--- src/rtl/numbers_reduce_pkg.sv ---
// Shared types and reduction identity values for the frame reduction sequencer.
package numbers_reduce_pkg;

    typedef enum logic [1:0] {
        ACCUM = 2'd0,
        DRAIN = 2'd1,
        HOLD  = 2'd2
    } state_e;

    localparam logic RED_AND_ID = 1'b1;
    localparam logic RED_OR_ID  = 1'b0;
    localparam logic RED_XOR_ID = 1'b0;

endpackage

--- src/rtl/numbers_reduce_word.sv ---
// Combinational AND/OR/XOR reduction of a single input word.
module numbers_reduce_word #(
    parameter int DATA_W = 8
) (
    input  logic [DATA_W-1:0] data_i,
    output logic              and_o,
    output logic              or_o,
    output logic              xor_o
);

    assign and_o = &data_i;
    assign or_o  = |data_i;
    assign xor_o = ^data_i;

endmodule

--- src/rtl/numbers_reduce_seq.sv ---
// Frame reduction sequencer: folds per-word reductions into frame-wide AND/OR/parity
// and presents one result beat per frame.
//
// state | meaning
// ACCUM | accepting words and folding them into the accumulators
// DRAIN | frame overran MAX_WORDS; discarding words until in_last
// HOLD  | result valid, waiting for out_ready
module numbers_reduce_seq
    import numbers_reduce_pkg::*;
#(
    parameter int DATA_W    = 8,
    parameter int MAX_WORDS = 16
) (
    input  logic                           clk,
    input  logic                           rst_n,
    input  logic                           clr,
    input  logic                           in_valid,
    output logic                           in_ready,
    input  logic [DATA_W-1:0]              in_data,
    input  logic                           in_last,
    output logic                           out_valid,
    input  logic                           out_ready,
    output logic                           out_and,
    output logic                           out_or,
    output logic                           out_xor,
    output logic [$clog2(MAX_WORDS+1)-1:0] out_count,
    output logic                           out_trunc
);

    localparam int               CNT_W   = $clog2(MAX_WORDS + 1);
    localparam logic [CNT_W-1:0] CNT_MAX = CNT_W'(MAX_WORDS);

    state_e           state_q;
    logic             acc_and_q, acc_or_q, acc_xor_q, trunc_q;
    logic             acc_and_d, acc_or_d, acc_xor_d;
    logic [CNT_W-1:0] count_q, count_d;
    logic             w_and, w_or, w_xor;

    numbers_reduce_word #(.DATA_W(DATA_W)) u_word (
        .data_i (in_data),
        .and_o  (w_and),
        .or_o   (w_or),
        .xor_o  (w_xor)
    );

    assign acc_and_d = acc_and_q & w_and;
    assign acc_or_d  = acc_or_q  | w_or;
    assign acc_xor_d = acc_xor_q ^ w_xor;
    assign count_d   = count_q + CNT_W'(1);

    always_ff @(posedge clk or negedge rst_n) begin
        if (!rst_n) begin
            state_q   <= ACCUM;
            acc_and_q <= RED_AND_ID;
            acc_or_q  <= RED_OR_ID;
            acc_xor_q <= RED_XOR_ID;
            count_q   <= '0;
            trunc_q   <= 1'b0;
        end else if (clr) begin
            state_q   <= ACCUM;
            acc_and_q <= RED_AND_ID;
            acc_or_q  <= RED_OR_ID;
            acc_xor_q <= RED_XOR_ID;
            count_q   <= '0;
            trunc_q   <= 1'b0;
        end else begin
            case (state_q)
                ACCUM: begin
                    if (in_valid) begin
                        acc_and_q <= acc_and_d;
                        acc_or_q  <= acc_or_d;
                        acc_xor_q <= acc_xor_d;
                        count_q   <= count_d;
                        if (in_last) begin
                            trunc_q <= 1'b0;
                            state_q <= HOLD;
                        end else if (count_d == CNT_MAX) begin
                            trunc_q <= 1'b1;
                            state_q <= DRAIN;
                        end
                    end
                end
                DRAIN: begin
                    if (in_valid && in_last) state_q <= HOLD;
                end
                HOLD: begin
                    // Identity reload on the transfer edge so the next frame starts clean.
                    if (out_ready) begin
                        state_q   <= ACCUM;
                        acc_and_q <= RED_AND_ID;
                        acc_or_q  <= RED_OR_ID;
                        acc_xor_q <= RED_XOR_ID;
                        count_q   <= '0;
                        trunc_q   <= 1'b0;
                    end
                end
                default: state_q <= ACCUM;
            endcase
        end
    end

    assign in_ready  = (state_q == ACCUM) || (state_q == DRAIN);
    assign out_valid = (state_q == HOLD);
    assign out_and   = acc_and_q;
    assign out_or    = acc_or_q;
    assign out_xor   = acc_xor_q;
    assign out_count = count_q;
    assign out_trunc = trunc_q;

endmodule

--- config.mk ---
export PLATFORM = sky130hd
export DESIGN_NAME = numbers_reduce_seq
export DESIGN_NICKNAME = d
export VERILOG_FILES = /design/src/rtl/numbers_reduce_pkg.sv /design/src/rtl/numbers_reduce_word.sv /design/src/rtl/numbers_reduce_seq.sv
export SDC_FILE = /design/constraint.sdc
export NUM_CORES = 1
export LEC_CHECK = 0
export CAP_MARGIN = 40
export CORE_UTILIZATION = 34
export CTS_CLUSTER_DIAMETER = 200
export DETAILED_ROUTE_END_ITERATION = 8
export PLACE_DENSITY = 0.75
export SKIP_CTS_REPAIR_TIMING = 1
export SLEW_MARGIN = 20
export SYNTH_ARGS = -nofsm -noshare
export SYNTH_HDL_FRONTEND = slang
export SYNTH_HIERARCHICAL = 1
export SYNTH_SLANG_ARGS = --single-unit
--- constraint.sdc ---
create_clock -name clk -period 1.38 [get_ports clk]
set_clock_uncertainty 0.15 [all_clocks]
set_input_delay 0.414 -clock clk [delete_from_list [all_inputs] [get_ports clk]]
set_output_delay 0.414 -clock clk [all_outputs]
set_load 0.005 [all_outputs]
== Yosys cells after proc, flatten, opt, wreduce, memory -nomap -nowiden ==
Cells that the tools add are included.

* Add/subtract/negate cells: 1
* $mul: 0
* Divide/modulo/power cells: 0
* Order comparisons: 0
* Equality and inequality tests: 7
* Shift operators: 0
* Multiplexer cells: 27
* Bitwise gates (word level): 3
* Reduce and logical (&&, ||, !) cells: 10

{| class="wikitable"
|+ Operators by type and width
! kind !! count
|-
| $mux 5 || 3
|-
| $mux 1 || 12
|-
| $mux 2 || 6
|-
| $pmux 5 s2 || 1
|-
| $pmux 1 s2 || 4
|-
| $reduce_and 4->1 || 2
|-
| $reduce_and 8->1 || 1
|-
| $reduce_or 8->1 || 1
|-
| $reduce_xor 8->1 || 1
|-
| $ne 3x3->1 const B || 2
|-
| $pmux 2 s3 || 1
|-
| $add 5x1->5 const B || 1
|-
| $eq 5x5->1 const B || 1
|-
| $ne 4x4->1 const B || 1
|-
| $ne 3x2->1 const B || 1
|-
| $reduce_and 3->1 || 1
|-
| $reduce_bool 3->1 || 1
|-
| $eq 2x1->1 const B || 1
|-
| $eq 2x2->1 const B || 1
|-
| $logic_not 2->1 || 1
|-
| $and 1x1->1 || 1
|-
| $logic_and 1x1->1 || 1
|-
| $logic_or 1x1->1 || 1
|-
| $or 1x1->1 || 1
|-
| $xor 1x1->1 || 1
|}

* Bits in registers: 11
* Latch bits: 0
* Bits in writable memories: 0
* ROM bits: 0
* Output and inout bits: 11
* Memories: 0

== Logic depth before layout (Yosys ltp) ==
* Depth after elaboration: 7
* Gate-level depth with buffers: 7
* Gate-level depth less buffers: 7

== Hierarchy ==
Netlist, hierarchy kept.

{| class="wikitable"
|+ Modules (own cells, without submodules)
! module !! instances !! cells an instance !! area an instance (um^2)
|-
| numbers_reduce_seq || 1 || 61 || 578.1
|-
| numbers_reduce_word || 1 || 21 || 171.4
|}

== Least setup slack after synthesis ==
Ideal clock, no wire load.

* Kind: reg-to-reg
* From: register count_q[0], in the netlist out_count[0]
* To: register trunc_q, in the netlist out_trunc
* Library setup time: 0.125 ns
* Data arrival time: 1.268 ns
* Data required time: 1.105 ns
* Setup slack: -0.163 ns
* Cell stages (with the launch flop): 6
* Period minus slack after synthesis: 1.543 ns
* Path through: dfrtp_1 -> ha_1 -> nand2_1 -> a21oi_1 -> o21ai_0 -> mux2_2

* Cells in the longest elaborated chain, start to end: 4

{| class="wikitable"
|+ Ends and longest elaborated chain
! item !! RTL line !! text
|-
| start, declared || numbers_reduce_seq.sv:36 || <nowiki>logic [CNT_W-1:0] count_q, count_d;</nowiki>
|-
| start signal, assigned || numbers_reduce_seq.sv:73 || <nowiki>count_q <= count_d;</nowiki>
|-
| $add 5x1->5 || numbers_reduce_seq.sv:49 || <nowiki>assign count_d = count_q + CNT_W'(1);</nowiki>
|-
| $eq 5x5->1 || numbers_reduce_seq.sv:77 || <nowiki>end else if (count_d == CNT_MAX) begin</nowiki>
|-
| $ne 4x4->1 (no line) || -- ||
|-
| $reduce_and 4->1 (no line) || -- ||
|-
| end signal, assigned || numbers_reduce_seq.sv:58 || <nowiki>trunc_q <= 1'b0;</nowiki>
|-
| end signal, assigned || numbers_reduce_seq.sv:75 || <nowiki>trunc_q <= 1'b0;</nowiki>
|-
| end signal, assigned || numbers_reduce_seq.sv:78 || <nowiki>trunc_q <= 1'b1;</nowiki>
|-
| end, declared || numbers_reduce_seq.sv:34 || <nowiki>logic acc_and_q, acc_or_q, acc_xor_q, trunc_q;</nowiki>
|}

No other way between the ends.
A chain may end at the register's enable or synchronous reset.

== Final worst setup path ==
* From: register count_q[1], in the netlist out_count[1]
* To: register trunc_q, in the netlist out_trunc

The elaborated chain is that of the path after synthesis.

==> results.toml <==
[synth]
synthAdderAreaFrac = 0.1503
synth_top_area_share = 0.3339
synth-compound-area-share = 0.1469
yosys_warnings = 6
postSynthAreaPerCell_um2 = 9.140
synth_area_um2 = 749.5
synth_seq_area_share = 0.3689
synth_edf_count = 0
synth_nets = 105
synthSimpleGateAreaFrac = 0.1820
synthArstFlopShare = 1.000
synth_cell_types = 28
syn_inst = 82
synth.area.top_cells = "dfrtp_1 (33%), ha_1 (15%), inv_1 (5.0%)"
ys_top_cells_by_count = "dfrtp_1 (10), inv_1 (10), ha_1 (9), nand2_1 (9), nor2_1 (8)"
synth_top_family_by_area = "simple AND/OR/NAND/NOR gates"
synth_mux_area_frac = 0.02838
netlist.top_cell.by_area = "dfrtp_1"
synth_ff_type = "dfrtp_1"
ys_ff_latch = 11
synth-xor-area-share = 0.05843

[timing]
fin_crit_sh = 1.157
worst_slew_margin_rel = 0.7539
tightest_slew_ps = 359.8
rsz0062_at_grt = "yes"
timing.fmax_ghz = 0.6262
setup_ws_ps = -216.9
hold_slack_ps = 282.7
setup_viol = 13
final_period_minus_worst_setup_slack_ps = 1597
drv_slew = 0
hold_violations = 0

[clock_network]
clk-insertion-delay-late_ps = 270
cts_tree = "done"
clock_tree.root_cell = "clkbuf_4"
clkSinkCount = 11
clkTransAtPathRegs_ps = 70
cts_buffers = 3
htreeDepth = 1
clockBufferDepth = 2

[placed_design]
dp_cells = 151
place_area_um2 = 1236
pre_cts_ws_ps = -785.6
detailed_place_hpwl_mm = 1.466
gp_congestion = 0.7891
portBuffers = 24

[finish]
final_cells = 162
final_area_um2 = 1371
drive_gt1_frac = 0.5630
diodes = 0
area_growth_pct = 82.97
nets = 159

[power]
power_density_nw_per_um2 = 712.0
power_mw = 0.9764
leakage_nw = 0.7339
vdd_drop_max_v = 0.0004275

[die]
die_w_um = 48.95
die-area_um2 = 2396
core_area_um2 = 2022
row_count = 16
initial_utilization = 0.3707
ioPinCount = 25
die_y_um = 48.95

[detailed_routing]
wirelength_mm = 1.965
dr.pass1.iters = 4
via_per_inst = 4.858
drc_errors = 0
vias = 787
postRouteAntennaNets = 0
routedWlPerCell_um = 12.13
drtIter0Drc = 5

[worst_setup_path]
crit_type = "reg -> reg"
cp-end-kind = "register"
worstPathArrival_ps = 1610
startpoint_type = "register"
crit_required_ps = 1390
path_max_fanout = 4

[grt]
grt_max_degree = 12
track_usage = 0.1756
antenna_found_initial = 0
grt_pass1_vias = 798
overflow = 0
grt_pass1_wl_mm = 3.249

[status]
outcome = "finished with violations"
violations = "negative setup slack"

[min_path]
hp-class = "in -> async"

[job]
drv_cap = 0
==> registers in the layout (all words and copies together) (netlist names) <==
name,flops
out_count,5
state_q,2
out_and,1
out_or,1
out_trunc,1
out_xor,1
==> placed cells by master (no fill, tap or decap), drive strengths merged, types with 2 or more instances in the layout <==
| cell | instances |
|---|---|
| a21o | 2 |
| a21oi | 6 |
| buf | 27 |
| clkbuf | 14 |
| clkdlybuf4s50 | 2 |
| dfrtp | 10 |
| dlymetal6s2s | 11 |
| ha | 9 |
| inv | 10 |
| nand2 | 9 |
| nand3 | 2 |
| nor2 | 8 |
| nor3 | 2 |
| o21ai | 5 |
| xnor2 | 2 |
| xor2 | 3 |
==> path summary, 6_finish.rpt <==
check	slack (ps)	endpoint	startpoint	depth (start not counted)
worst max-delay path	-220	out_trunc$_DFFE_PN0P_	out_count[1]$_DFFE_PN0P_	6
worst min-delay path	280	state_q[0]$_DFFE_PN0P_	rst_n	2
worst max register to register	-220	out_trunc$_DFFE_PN0P_	out_count[1]$_DFFE_PN0P_	6
worst min register to register	310	out_and$_DFFE_PN1P_	out_and$_DFFE_PN1P_	2
max in group asynchronous	580	out_and$_DFFE_PN1P_	rst_n	2
min in group clk	310	out_and$_DFFE_PN1P_	out_and$_DFFE_PN1P_	2
==> metrics by stage <==
step	TNS, ps	util
floorplan	-294.6	-
global placement	-5985	0.6114
detailed placement	-6410	0.6114
CTS	-6988	0.6244
global route	-2766	0.6782
finish	-1916	0.6782
==> cells by family after synthesis <==
family                     Yosys count
and+or+nand+nor                     27
xor gates and xnor gates             5
buffers and inverters               11
muxes                                2
DFF                                 11
AOI/OAI and AO/OA                   17
adders and majority gates            9
==> area by class of cell <==
class                   instances  area (µm²)
clock buffers                   4       26.28
well taps                      27       33.78
multi-input cells              60       548.0
flip-flops and latches         11       279.0
fillers                       165       650.6
repair buffers                 50       429.2
inverters                      10       55.05
==> worst max-delay path, cell delays in order, from the launching register on <==
cell	delay [ps]
dfrtp_2	430
buf_6	130
ha_2	190
nand2_2	80
a21oi_2	50
o21ai_2	150
mux2_4	310
==> report_power, final <==
part | total (mW) | switching [mW] | internal, mW
Combinational | 0.371 | 0.158 | 0.213
Sequential | 0.379 | 0.0238 | 0.356
Clock | 0.226 | 0.114 | 0.112
==> layer usage <==
metal	global-route usage	wire length, µm
met5	0	0
met4	0.06863	21
met3	0.03427	70
met2	0.3287	1062
met1	0.1919	811
Power figures use the tool's default switching activity.
